<file path="src/rtl/csa_stream_sequencer.sv">
// csa_stream_sequencer: sequences 64-bit CSA blocks through an external
// stream cypher, one block in flight, with packet framing and error pulses.
// Ports: clk/rst_n (sync, active-low); in_* valid/ready block input;
// out_* valid/ready block output; sc_sb/sc_ck seed and key to the cypher,
// sc_cb keystream back; err one-cycle protocol pulse; busy = not IDLE.
module csa_stream_sequencer #(
  parameter int SC_LAT     = 3,
  parameter int MAX_BLOCKS = 23
) (
  input  logic        clk,
  input  logic        rst_n,
  input  logic [63:0] ck_in,
  input  logic        in_valid,
  output logic        in_ready,
  input  logic [63:0] in_data,
  input  logic        in_first,
  input  logic        in_last,
  output logic        out_valid,
  input  logic        out_ready,
  output logic [63:0] out_data,
  output logic        out_first,
  output logic        out_last,
  output logic [63:0] sc_sb,
  output logic [63:0] sc_ck,
  input  logic [63:0] sc_cb,
  output logic        err,
  output logic        busy
);

  localparam int CW = $clog2(MAX_BLOCKS + 1);
  localparam logic [CW-1:0] MAXC = CW'(MAX_BLOCKS);
  localparam logic ONE_BLK = (MAX_BLOCKS == 1);

  typedef enum logic [1:0] {
    IDLE,
    EMIT,
    WAIT_IN,
    CALC
  } state_t;

  state_t        state, next;
  logic [63:0]   prev, cur;
  logic [CW-1:0] cnt;
  logic [3:0]    lat;
  logic          last_q;

  logic in_hs, out_hs;
  logic ld_first, ld_cur, ld_calc;
  logic drop, restart, cap;

  assign in_ready  = rst_n &&
                     (state == IDLE || state == WAIT_IN);
  assign out_valid = (state == EMIT);
  assign busy      = (state != IDLE);
  assign sc_sb     = prev;
  assign in_hs     = in_valid && in_ready;
  assign out_hs    = out_valid && out_ready;

  always_ff @(posedge clk) begin
    if (!rst_n) state <= IDLE;
    else        state <= next;
  end

  always_comb begin
    next     = state;
    ld_first = 1'b0;
    ld_cur   = 1'b0;
    ld_calc  = 1'b0;
    drop     = 1'b0;
    restart  = 1'b0;
    unique case (state)
      IDLE: begin
        if (in_hs) begin
          if (in_first) begin
            ld_first = 1'b1;
            next     = EMIT;
          end else begin
            drop = 1'b1;
          end
        end
      end
      EMIT: begin
        if (out_hs) next = out_last ? IDLE : WAIT_IN;
      end
      WAIT_IN: begin
        if (in_hs) begin
          if (in_first) begin
            ld_first = 1'b1;
            restart  = 1'b1;
            next     = EMIT;
          end else begin
            ld_cur = 1'b1;
            next   = CALC;
          end
        end
      end
      CALC: begin
        if (lat == 4'd1) begin
          ld_calc = 1'b1;
          next    = EMIT;
        end
      end
      default: next = IDLE;
    endcase
  end

  // A block reaching the packet size cap without in_last is closed
  // by force; the first-block case only matters when the cap is one.
  always_comb begin
    cap = 1'b0;
    if (ld_cur && !in_last && (cnt + 1'b1 == MAXC))
      cap = 1'b1;
    if (ld_first && !in_last && ONE_BLK)
      cap = 1'b1;
  end

  always_ff @(posedge clk) begin
    if (!rst_n) begin
      prev      <= '0;
      cur       <= '0;
      sc_ck     <= '0;
      out_data  <= '0;
      out_first <= 1'b0;
      out_last  <= 1'b0;
      cnt       <= '0;
      lat       <= '0;
      last_q    <= 1'b0;
      err       <= 1'b0;
    end else begin
      err <= drop || restart || cap;
      if (ld_first) begin
        sc_ck     <= ck_in;
        prev      <= in_data;
        out_data  <= in_data;
        out_first <= 1'b1;
        out_last  <= in_last || ONE_BLK;
        cnt       <= CW'(1);
      end
      if (ld_cur) begin
        cur    <= in_data;
        cnt    <= cnt + 1'b1;
        lat    <= 4'(SC_LAT);
        last_q <= in_last || cap;
      end
      if (state == CALC && lat != 4'd0)
        lat <= lat - 4'd1;
      // Keystream for this block was seeded by the previous
      // scrambled block, which is still held in prev.
      if (ld_calc) begin
        out_data  <= cur ^ sc_cb;
        prev      <= cur;
        out_first <= 1'b0;
        out_last  <= last_q;
      end
    end
  end

endmodule

</file>
<file path="config.mk">
export PLATFORM = sky130hd
export DESIGN_NAME = csa_stream_sequencer
export DESIGN_NICKNAME = d
export VERILOG_FILES = /design/src/rtl/csa_stream_sequencer.sv
export SDC_FILE = /design/constraint.sdc
export NUM_CORES = 1
export LEC_CHECK = 0
export BUFFER_PORTS_ARGS = -buffer_cell sky130_fd_sc_hd__buf_4
export CAP_MARGIN = 40
export CORE_UTILIZATION = 45
export CTS_BUF_LIST = sky130_fd_sc_hd__clkbuf_4
export DETAILED_ROUTE_END_ITERATION = 7
export MAX_ROUTING_LAYER = met4
export PLACE_DENSITY_LB_ADDON = 0.3
export RECOVER_POWER = 25
export SYNTH_ARGS = -nofsm -noshare
export SYNTH_HDL_FRONTEND = slang
export SYNTH_SLANG_ARGS = --single-unit
</file>
<file path="constraint.sdc">
create_clock -name clk -period 1.9 [get_ports clk]
set_input_delay 0 -clock clk [delete_from_list [all_inputs] [get_ports clk]]
set_output_delay 0 -clock clk [all_outputs]
set_load 0.02 [all_outputs]
</file>
; ---- Word level (Yosys, flattened, before mapping)
; Index checks and enable logic that the tools add are counted.
[totals]
register_bits = 271
out_inout_bits = 198
word_cells = 73
[classes]
n_addsub = 2
eq_ne = 10
n_mux = 28
bitwise_logic = 2
reduce_logical = 20
[op_table]
columns = op, n
row1 = 2-to-1 mux 64 bit, 3
row2 = XOR 64 bit, 1
row3 = 2-to-1 mux 2 bit, 7
row4 = 2-to-1 mux 1 bit, 13
row5 = 2-to-1 mux 5 bit, 2
row6 = 2-to-1 mux 4 bit, 2
row7 = != test 2 bit (second input constant), 4
row8 = one-hot mux 2 bit (4 select lines), 1
row9 = nonzero test 2 bit, 4
row10 = logical AND 1 bit, 6
row11 = adder 5 x 1 -> 5 bit (second input constant), 1
row12 = == test 5 bit (second input constant), 1
row13 = AND reduction 5 bit, 1
row14 = == test 2 bit (second input constant), 2
row15 = == test 4 x 1 -> 1 bit (second input constant), 1
row16 = logical OR 1 bit, 4
row17 = nonzero test 4 bit, 1
row18 = OR reduction 2 bit, 2
row19 = subtractor 4 x 1 -> 4 bit (second input constant), 1
row20 = == test 2 x 1 -> 1 bit (second input constant), 1
row21 = zero test 2 bit, 1
row22 = != test 2 x 1 -> 1 bit (second input constant), 1
row23 = zero test 1 bit, 1
row24 = NOT 1 bit, 1

; ---- Longest topological paths before layout
[logic_depth]
word_depth = 10
mapped_depth = 9
ltp_nobuf = 6

; ---- Worst setup path before layout
; No wires, ideal clock.
[synth_timing]
path_kind = register to register
from = reg state[0]
to = reg out_data[55]
setup_ps = 95
arrival_time_ps = 1629
required_time_ps = 1805
path_slack_ps = 176
path_stages_with_launch = 10
path_buffers = 3
synth_period_minus_slack_ps = 1724
path_cell_list = dfxtp_1 inv_1 ha_1 inv_2 a21o_1 buf_4 buf_4 buf_2 nand2_1 a221oi_1
[synth_via]
elab_chain_len = 7
[synth_rtl]
columns = element, line_no
row1 = from (decl), 41  ; state_t state, next;
row2 = from (signal assigned), 61  ; else state <= next;
row3 = == test 2 bit / zero test 2 bit (equally long branches), "52, 71"
row4 = logical OR 1 bit, 52  ; (state == IDLE || state == WAIT_IN);
row5 = logical AND 1 bit, 51  ; assign in_ready = rst_n &&
row6 = logical AND 1 bit, 56  ; assign in_hs = in_valid && in_ready;
row7 = 2-to-1 mux 1 bit, 73  ; if (in_hs) begin
row8 = 2-to-1 mux 1 bit, --
row9 = nonzero test 2 bit (no source line), --
row10 = to (signal assigned), 134  ; out_data <= in_data;
row11 = to (signal assigned), 150  ; out_data <= cur ^ sc_cb;
row12 = to (decl), 20  ; output logic [63:0] out_data,
; Parallel ways exist; a longest one is shown, timed or not.
; A chain may end at the register's enable or synchronous reset.

; ---- Worst setup path in the final report
[layout_timing]
from = reg state[0]
to = reg sc_ck[31]
[layout_via]
elab_chain_len = 6
[layout_rtl]
columns = element, line_no
row1 = == test 2 bit / zero test 2 bit (equally long branches), "52, 71"
row2 = logical OR 1 bit, 52
row3 = logical AND 1 bit, 51
row4 = logical AND 1 bit, 56
row5 = 2-to-1 mux 1 bit, 73
row6 = 2-to-1 mux 1 bit *, --
row7 = to (signal assigned), 132  ; sc_ck <= ck_in;
row8 = to (decl), 24  ; output logic [63:0] sc_ck,
; Mark *: on every way between the ends. The rest lies on a longest branch, timed or not.

==> results.md <==
- Among the stages of the critical path, the cell type that occurs most often is inv_2.
- For the finished layout, the period the worst path requires is 1.842 ns.
- The critical path goes through inv_2 > ha_2 > inv_2 > a21o_4 > bufbuf_16 > buf_4 > nand2_1 > a21oi_1.
- The number of buffers added on ports is 395.
- The worst hold margin is 0.1447 ns.
- The final route contains 12170 vias.
- The die covers 24960 sq um.
- The final count of hold timing violations is 0.
- The die is 158.0 um wide.
- VDD sags by at most 0.7729 mV.
- The type of element capturing the critical path is a flip-flop.
- The flow ran to the end, and the final reports show no timing, DRC or antenna violations.
- The leakage power figure is 0.006476 uW.
- The number of flops mapped to enable cells by yosys is 0.
- After detailed placement, the design holds a cell count of 1943.
- In this run the vertical extent of the chip is 158.0 um.
- TritonCTS built the clock tree.
- TritonCTS created 74 clock buffers.
- After detailed routing, the average wire length per cell comes to 18.00 um.
- The setup clock skew after layout is 0.04092 ns.
- The layout net count is 2110.
- The critical path data required time is 2.48 ns.
- The clock slew seen by the registers of the worst setup and hold paths is 0.07 ns.
- The clock sink count is 271.
- The final standard cell count with taps included and fillers excluded is 2275.
- The ratio of total power to cell area is 777.3 nW/um^2.
- The synthesis-to-finish area growth is 55.99%.
- After layout, the worst setup slack is 0.05752 ns.
- Across every metal layer, demand over resource in global routing totals 0.3205.
- At the later pin of the worst-skew pair, clock insertion delay measures 0.65 ns.
- Static timing analysis puts the maximum clock frequency at 0.5427 GHz.
- Wires add up to 40.96 mm.
- The startpoint-to-endpoint class of the critical path is reg -> reg.
- The worst hold path belongs to the class in -> reg.
- After synthesis, the most frequently instantiated cells are nand2_1 (391), dfxtp_1 (271), a21oi_1 (243).
- The detailed router finished its first iteration with 758 violations.
- In the final layout, the share of cells above drive strength 1 is 0.2651.
- The pre-CTS setup slack is 0.04790 ns.
- Of the synthesized area, sequential elements account for 0.4955.
- Synthesis handed over a netlist of 1292 instances.
- The mean instance size in the synthesized netlist is 8.475 sq um.
- After floorplanning, the core was sized to cover 23680 sq um.
- The actual slew at the worst max-slew pin is 0.4776 ns.
- The total nets after synthesis is 1498.
- On the worst path, the slowest cell contributes a delay of 0.36 ns.
- The cell type with the largest total area after synthesis is dfxtp_1.
- The area of the mapped netlist is 10950 sq um.
- The most used flip-flop cell after synthesis is dfxtp_1.
- The most frequently used cell type in the post-synthesis netlist is nand2_1.
- The clock passes through at most 3 buffers.
- In this run the remaining antenna-violating nets after routing total 0.
- The number of maximum-capacitance constraint violations is 0.
- The number of warnings issued by yosys is 0.
- The critical-path maximum fanout is 23.
- Once detailed placement completed, the half-perimeter wirelength came to 23.59 mm.
- In the post-synthesis netlist, the biggest area contributors are dfxtp_1 (50%), nand2_1 (13%), a21oi_1 (11%).
- 396 I/O pins were placed.
- After synthesis, the share of flip-flops with an asynchronous set or reset is 0.
- Dividing the detail-routed via count by the number of cells gives 5.349.
- The synthesis-stage register bit count is 271.
- The worst slew margin relative to its limit is 0.6809.
- The final max-slew violation count is 0.
- The number of cell rows is 56.
- The count of final setup violators is 0.
- The H-tree depth reported by CTS is 3.
- The detailed-route DRC error count is 0.
- The final weighted congestion in routability-driven placement is 0.8446.
- The maximum number of pins on one net before global-route repair is 58.
- The category of the worst setup path launch point is a flip-flop.
- The wire length of the first global-routing pass is 60.73 mm.
- Clock tree synthesis selected as its root buffer the cell clkbuf_4.
- Of the available clock period, the critical path in the final layout requires 0.9697.
- The number of search-and-repair iterations in the first detailed-routing pass is 5.
- For this run the aggregate overflow at the end of global routing stands at 0.
- The data arrival at the endpoint of the critical path is 2.42 ns.
- The slowest library cell on the worst path is dfxtp_1.
- The initial utilization of the core area, before any placement, comes to 0.4623.
- The via count of the first global-routing pass came to 12200.
- The netlist uses 43 different library cells.
- The initial antenna violation count is 2.
- Setup repair after global routing could not meet its margin everywhere.
- The share of synthesized area in the top cell type comes to 0.4955.
## power breakdown
group / internal [uW] / switching (uW) / leakage [uW]
clock network: 2960 / 2420 / 0.000569
logic: 966 / 982 / 0.00371
registers: 5840 / 99.1 / 0.00220
total: 9770 / 3500 / 0.00648
## layout make-up
type                            instances  area, sq um
Sequential cell                       271         5426
Fill cell                            1799         6603
Timing Repair Buffer                  638         5201
Multi-Input combinational cell        910         5056
Clock buffer                          113        848.3
Antenna cell                            2        5.005
Clock inverter                         13        105.1
Tap cell                              319        399.1
Inverter                                9        38.79
## kinds of logic after synthesis
family,synth area share
and+or+nand+nor,0.1479
AOI/OAI and AO/OA,0.2463
DFF,0.4955
buffers and inverters,0.04754
xor gates and xnor gates,0.05279
adders and majority gates,0.009142
muxes,0.0009142
## per-layer routing
layer  vias up  part of all wire  global-route usage  wire [um]
met5         -                 0                   -          0
met4         0             0.054              0.2051       2225
met3       152             0.083             0.07309       3418
met2       679              0.50              0.5490      20420
met1      5644              0.36              0.3319      14890
li1       5694                 -                   -          -
## final timing paths
kind	startpoint	endpoint	slack [ns]	cells past startpoint
worst min-delay path	ck_in[16]	sc_ck[16]	0.14	4
worst max-delay path	state[0]	sc_ck[31]	0.06	8
worst max register to register	state[0]	sc_ck[31]	0.06	8
worst min register to register	sc_sb[25]	sc_sb[25]	0.45	2
## registers in the layout, summed over array words and instances, names as in the netlist
name,cells
cur,64
out_data,64
sc_ck,64
sc_sb,64
cnt,5
lat,4
state,2
err,1
last_q,1
out_first,1
out_last,1
## cells in the final DEF (no fill, tap or decap), types with 3 or more instances in the layout
master and instances:
a211oi_1 3, a21oi_1 243, a21oi_2 20, a221oi_1 23, a221oi_2 41, a31oi_1 3, buf_12 20, buf_4 299
clkbuf_1 116, clkbuf_4 113, clkinv_1 8, dfxtp_1 270, dlygate4sd3_1 197, ha_1 6, inv_1 5, inv_2 5
nand2_1 391, nand3_1 4, nor2_1 10, nor3_1 3, o21ai_0 70, xnor2_1 64
## metrics by stage
step	setup TNS, ns	power (uW)	instance area (sq um)	util
global route	-0.005311	13820	17080	0.7212
CTS	0	13360	17410	0.7352
finish	0	13280	17080	0.7212
global placement	0	7621	14410	0.6086
floorplan	0	6805	10950	-
detailed placement	0	7643	14410	0.6086
## repair_timing
action                                  4_1_cts  5_1_grt
setup buffers                                 0        3
pin swaps                                     0        2
hold endpoints to repair                    269        0
endpoints found under the setup margin        1       90
resized for setup                             1        9
hold buffers                                197        0
cloned                                        2        2
## critical path: cells and delay by family (launching register included)
kind	cells	cell delay [ns]
buffers and inverters	4	0.70
adder cells (fa/ha/maj)	1	0.21
AND/OR/NAND/NOR	1	0.08
AO/OA/AOI/OAI	2	0.41
flip-flops	1	0.36
No activity file was read; power rests on OpenSTA's default activity.
